<file path="src/rtl/hazard_control.sv">
// Hazard/stall sequencer for the 5-stage RV32I core: load-use stalls, EX redirect flushes,
// data-memory wait freeze with timeout halt. Optional counters behind `HAZARD_STATS_EN.
module hazard_control #(
  parameter int MEM_TIMEOUT = 16,
  parameter int CNT_WIDTH   = 32
) (
  input  logic       clk,
  input  logic       rstn,
  input  logic [4:0] id_rs1,
  input  logic [4:0] id_rs2,
  input  logic       id_uses_rs1,
  input  logic       id_uses_rs2,
  input  logic       ex_mem_read,
  input  logic [4:0] ex_rd,
  input  logic       ex_redirect,
  input  logic       mem_req,
  input  logic       mem_ready,
  output logic       pc_write,
  output logic       ifid_write,
  output logic       ifid_flush,
  output logic       id_flush,
  output logic       ex_stall,
  output logic       wb_bubble,
  output logic       mem_error
`ifdef HAZARD_STATS_EN
  ,
  output logic [CNT_WIDTH-1:0] stall_cycles,
  output logic [CNT_WIDTH-1:0] flush_events
`endif
);

  if (MEM_TIMEOUT < 1 || CNT_WIDTH < 1) begin : g_bad_param
    $error("hazard_control: MEM_TIMEOUT and CNT_WIDTH must be >= 1");
  end

  localparam int WCW = $clog2(MEM_TIMEOUT + 1);
  localparam logic [WCW-1:0] W_ONE = WCW'(1);
  localparam logic [WCW-1:0] W_TMO = WCW'(MEM_TIMEOUT);

  typedef enum logic [1:0] {RUN, MEM_WAIT, HALT} state_t;

  typedef struct packed {
    logic pc_write;
    logic ifid_write;
    logic ifid_flush;
    logic id_flush;
    logic ex_stall;
    logic wb_bubble;
  } ctl_t;

  localparam ctl_t CTL_NORMAL = '{1'b1, 1'b1, 1'b0, 1'b0, 1'b0, 1'b0};
  localparam ctl_t CTL_REDIR  = '{1'b1, 1'b1, 1'b1, 1'b1, 1'b0, 1'b0};
  localparam ctl_t CTL_LU     = '{1'b0, 1'b0, 1'b0, 1'b1, 1'b0, 1'b0};
  localparam ctl_t CTL_FREEZE = '{1'b0, 1'b0, 1'b0, 1'b0, 1'b1, 1'b1};
  localparam ctl_t CTL_HALT   = '{1'b0, 1'b0, 1'b0, 1'b1, 1'b1, 1'b1};
  localparam ctl_t CTL_RESET  = '{1'b0, 1'b0, 1'b1, 1'b1, 1'b0, 1'b1};

  state_t         state, state_nxt;
  logic [WCW-1:0] wait_cnt, wait_cnt_nxt;
  logic           lu;
  ctl_t           ctl;

  assign lu = ex_mem_read && (ex_rd != 5'd0) &&
              ((id_uses_rs1 && (id_rs1 == ex_rd)) || (id_uses_rs2 && (id_rs2 == ex_rd)));

  // Redirect wins over load-use: the stalled ID instruction is squashed anyway.
  function automatic ctl_t run_ctl(input logic redir, input logic hz);
    if (redir)   return CTL_REDIR;
    else if (hz) return CTL_LU;
    else         return CTL_NORMAL;
  endfunction

  always_comb begin
    ctl          = CTL_NORMAL;
    state_nxt    = state;
    wait_cnt_nxt = wait_cnt;
    case (state)
      RUN: begin
        if (mem_req && !mem_ready) begin
          ctl          = CTL_FREEZE;
          state_nxt    = MEM_WAIT;
          wait_cnt_nxt = W_ONE;
        end else begin
          ctl = run_ctl(ex_redirect, lu);
        end
      end
      MEM_WAIT: begin
        if (!mem_ready) begin
          ctl = CTL_FREEZE;
          if (wait_cnt == W_TMO) state_nxt = HALT;
          else                   wait_cnt_nxt = wait_cnt + W_ONE;
        end else begin
          ctl          = run_ctl(ex_redirect, lu);
          state_nxt    = RUN;
          wait_cnt_nxt = '0;
        end
      end
      HALT:    ctl = CTL_HALT;
      default: state_nxt = RUN;
    endcase
    if (!rstn) ctl = CTL_RESET;
  end

  always_ff @(posedge clk or negedge rstn) begin
    if (!rstn) begin
      state    <= RUN;
      wait_cnt <= '0;
    end else begin
      state    <= state_nxt;
      wait_cnt <= wait_cnt_nxt;
    end
  end

  assign {pc_write, ifid_write, ifid_flush, id_flush, ex_stall, wb_bubble} = ctl;
  assign mem_error = (state == HALT);

`ifdef HAZARD_STATS_EN
  localparam logic [CNT_WIDTH-1:0] C_ONE = CNT_WIDTH'(1);

  always_ff @(posedge clk or negedge rstn) begin
    if (!rstn) begin
      stall_cycles <= '0;
      flush_events <= '0;
    end else begin
      if (!ctl.pc_write && state != HALT && stall_cycles != '1)
        stall_cycles <= stall_cycles + C_ONE;
      if (ctl.ifid_flush && flush_events != '1)
        flush_events <= flush_events + C_ONE;
    end
  end
`endif

endmodule

</file>
<file path="config.mk">
export PLATFORM = sky130hd
export DESIGN_NAME = hazard_control
export DESIGN_NICKNAME = d
export VERILOG_FILES = /design/src/rtl/hazard_control.sv
export SDC_FILE = /design/constraint.sdc
export NUM_CORES = 1
export LEC_CHECK = 0
export BUFFER_PORTS_ARGS = -buffer_cell sky130_fd_sc_hd__clkbuf_2
export CAP_MARGIN = 20
export CORE_AREA = 8 8 45 47
export DETAILED_ROUTE_END_ITERATION = 10
export DIE_AREA = 0 0 53 55
export PLACE_DENSITY_LB_ADDON = 0.25
export SYNTH_ARGS = -nofsm -noshare
export SYNTH_HDL_FRONTEND = slang
export SYNTH_SLANG_ARGS = --single-unit
</file>
<file path="constraint.sdc">
create_clock -name clk -period 2.4 [get_ports clk]
set_clock_uncertainty 0.05 [all_clocks]
set_input_delay 0.12 -clock clk [delete_from_list [all_inputs] [get_ports clk]]
set_output_delay 0.12 -clock clk [all_outputs]
set_load 0.03 [all_outputs]
</file>
==> metrics.md <==
| Metric | Value |
|---|---|
| Worst setup slack for register-to-register paths | `0.82 ns` |
| Total number of H-tree levels | `1` |
| Overall die height | `55 µm` |
| Quantity of I/O buffers inserted on ports | `29` |
| Floorplan die width | `53 µm` |
| Commonest cells post-synth | `sky130_fd_sc_hd__xnor2_1 (10), sky130_fd_sc_hd__nor2_1 (8), sky130_fd_sc_hd__dfrtp_1 (7)` |
| Number of optimization iterations in the first detailed-route pass | `3` |
| Min-Delay Endpoint | `state[0]` |
| Proportion of register bits with asynchronous set or reset after synthesis | `1.00` |
| Reg-to-reg startpoint | `wait_cnt[0]` |
| Highest net fanout along the worst path | `11` |
| Critical path startpoint category | `flip-flop` |
| Fraction of the core area covered by cells at the end of the flow | `0.573` |
| Initial antenna violation count | `0` |
| Routed metal-1 wire length | `660 µm` |
| Final slew viol count | `0` |
| Setup violators final | `0` |
| Placement row count | `14` |
| Detail Placement HPWL | `1270 µm` |
| Slew margin rel. | `0.767` |
| Met2 wirelength from detailed routing | `657 µm` |
| Share of the yosys chip area belonging to registers | `0.290` |
| Total vias in the final route | `619` |
| Setup repair after global routing missed its margin | `no` |
| Hold-critical path depth | `2` |
| Layout net count | `130` |
| Start-to-end type of the worst setup path | `flip-flop to output pin` |
| Routability Congestion | `0.760` |
| Library cell with the largest summed area after synthesis | `sky130_fd_sc_hd__dfrtp_1` |
| Vias in the first global route | `654` |
| Number of routed nets with antenna violations | `0` |
| CTS Buffer Depth | `2` |
| Area of the core region | `0.00138 mm²` |
| Synthesis warning total | `0` |
| DRC Markers | `0` |
| Total congestion overflow after global routing | `0` |
| Synth Cell Area | `604 µm²` |
| Length of routed met3 wiring | `78 µm` |
| Clock-pin slew on the worst setup and hold paths | `0.05 ns` |
| Share of the synthesized area in the top cell type | `0.290` |
| Max-cap violation count | `0` |
| End of the worst register-to-register path | `wait_cnt[0]` |
| Final standard cell area without fillers | `793 µm²` |
| Setup bufs post-CTS | `0` |
| Inserted Diodes | `0` |
| Starting density of the core | `0.437` |
| Transition time at the pin with the least slew margin | `0.349 ns` |
| Overall fraction of global-route tracks in use | `0.116` |
| Number of fill cells in the layout | `145` |
| Status | `complete, no violations` |
| Worst Hold Launch | `mem_ready` |
| Library cell used as clock root buffer | `sky130_fd_sc_hd__clkbuf_4` |
| Share of cells above drive strength 1 | `0.346` |
| Synthesis-to-layout area growth | `31.3%` |
| Sinks on the clock net | `7` |
| Floorplan die area | `0.00292 mm²` |
| CTS tree | `built` |
| Crit path arrival time | `1.71 ns` |
| Post-route setup TNS | `0 ns` |
| Ratio of total power to cell area | `444 mW/mm²` |
| Area contributors post-synth | `sky130_fd_sc_hd__dfrtp_1 (29%), sky130_fd_sc_hd__xnor2_1 (14%), sky130_fd_sc_hd__nor2_1 (5.0%), sky130_fd_sc_hd__ha_1 (4.1%), sky130_fd_sc_hd__nand2_1 (3.7%)` |
| Launch point of the worst path | `state[0]` |
| Cts bufs inserted | `3` |
| Post-synthesis sequential element count | `7` |
| Most common cell in the synthesized netlist | `sky130_fd_sc_hd__xnor2_1` |
| Worst r2r path cells | `6` |
| Share of the clock period used by the worst path after layout | `0.785` |
| Hold Fails Final Rpt | `0` |
| Maximum number of pins on one net before global-route repair | `12` |
| Required time of the worst setup path | `2.23 ns` |
| Final critical delay including setup and external delays | `1.88 ns` |
| Pre-CTS setup slack | `0.779 ns` |
| First-pass GRT wire length | `2480 µm` |
| Highest metal layer with signal wires | `met4` |
| Main synth FF type | `sky130_fd_sc_hd__dfrtp_1` |
| Post-synthesis net count | `97` |
| Insertion delay of the later-clocked pin in the worst-skew pair | `0.26 ns` |
| Leakage | `0.389 nW` |
| Mean area per synthesized cell | `8.39 µm²` |
| Maximum VDD drop | `240 µV` |
| Wirelength, routed | `1440 µm` |
| Number of synthesized flops with an enable pin | `0` |
| Vias per Instance | `5.16` |
| Endpoint class of the critical path | `output pin` |
| Hold crit path type | `input pin to flip-flop` |
| WL per Instance | `12.0 µm` |
| Count of mapped cells out of synthesis | `72` |
| Slack of the critical path | `0.516 ns` |
| Placed cell areas | `757 µm²` |
| # IOs | `30` |
| Upper clock frequency limit | `531 MHz` |
| Detailed Route Iter0 Violations | `3` |
| Count of cell types in the netlist | `32` |
[cells in the final DEF (no fill, tap or decap), types with 3 or more instances in the layout]
cell type,count
sky130_fd_sc_hd__nor2_1,8
sky130_fd_sc_hd__xnor2_1,10
sky130_fd_sc_hd__o21ai_0,3
sky130_fd_sc_hd__dfrtp_1,7
sky130_fd_sc_hd__clkbuf_2,29
sky130_fd_sc_hd__clkbuf_4,3
sky130_fd_sc_hd__inv_1,4
sky130_fd_sc_hd__nand2_1,6
[cell families (layout without fill, tap and decap cells)]
group,after synthesis,count (layout),share of synthesized area
flip-flops,7,7,0.290
multiplexers,3,3,0.0518
AO/OA/AOI/OAI,13,13,0.153
AND/OR/NAND/NOR,29,29,0.244
XOR/XNOR,12,12,0.174
buffers and inverters,6,38,0.0455
adder cells (fa/ha/maj),2,2,0.0414
[area by class of cell]
cell class / count / area (µm²) / share of cell area
flip-flops and latches: 7 / 175 / 0.221
repair buffers: 30 / 155 / 0.196
inverters: 4 / 15.0 / 0.0189
multi-input cells: 59 / 402 / 0.506
clock buffers: 4 / 26.3 / 0.0331
well taps: 16 / 20.0 / 0.0252
[routing by layer]
| metal | track usage | vias to the layer above |
|---|---|---|
| li1 | - | 318 |
| met1 | 0.120 | 270 |
| met2 | 0.188 | 26 |
| met3 | 0.0374 | 5 |
| met4 | 0.103 | 0 |
| met5 | 0 | - |
[through the flow]
stage | total power [mW] | instances | hold slack, ns
floorplan | 0.205 | 72 | -0.226
detailed placement | 0.244 | 115 | -0.0639
finish | 0.352 | 120 | 0.101
CTS | 0.358 | 120 | 0.0923
global placement | 0.243 | 115 | -0.0632
global route | 0.381 | 120 | 0.105
[critical path: stages, from the launching register on]
cell and delay, ns:
sky130_fd_sc_hd__dfrtp_1 0.55, sky130_fd_sc_hd__nor2_1 0.13, sky130_fd_sc_hd__o21ai_2 0.19, sky130_fd_sc_hd__o21ai_0 0.13, sky130_fd_sc_hd__a211o_1 0.29, sky130_fd_sc_hd__clkbuf_2 0.18
[how the worst max path moves through the flow]
stage               endpoint  slack (ns)  cells after the start
global route        id_flush        0.37                      5
finish              id_flush        0.52                      5
global placement    id_flush        0.81                      6
CTS                 id_flush        0.51                      5
floorplan           pc_write        0.34                      6
detailed placement  id_flush        0.78                      6
[power by group]
part           internal (mW)  total, mW  switching (mW)
clock network         0.0637      0.110          0.0468
logic                 0.0490      0.105          0.0560
registers              0.126      0.137          0.0106
[state kept, by name (all words and copies together) (netlist names)]
register	cells
wait_cnt	5
state	2
[repair_timing]
item | in CTS | in global routing
endpoints found under the setup margin | 0 | 0
resized for setup | 0 | 0
hold buffers | 1 | 0
endpoints found under the hold margin | 7 | 0
(Power assumes the default switching activity.)
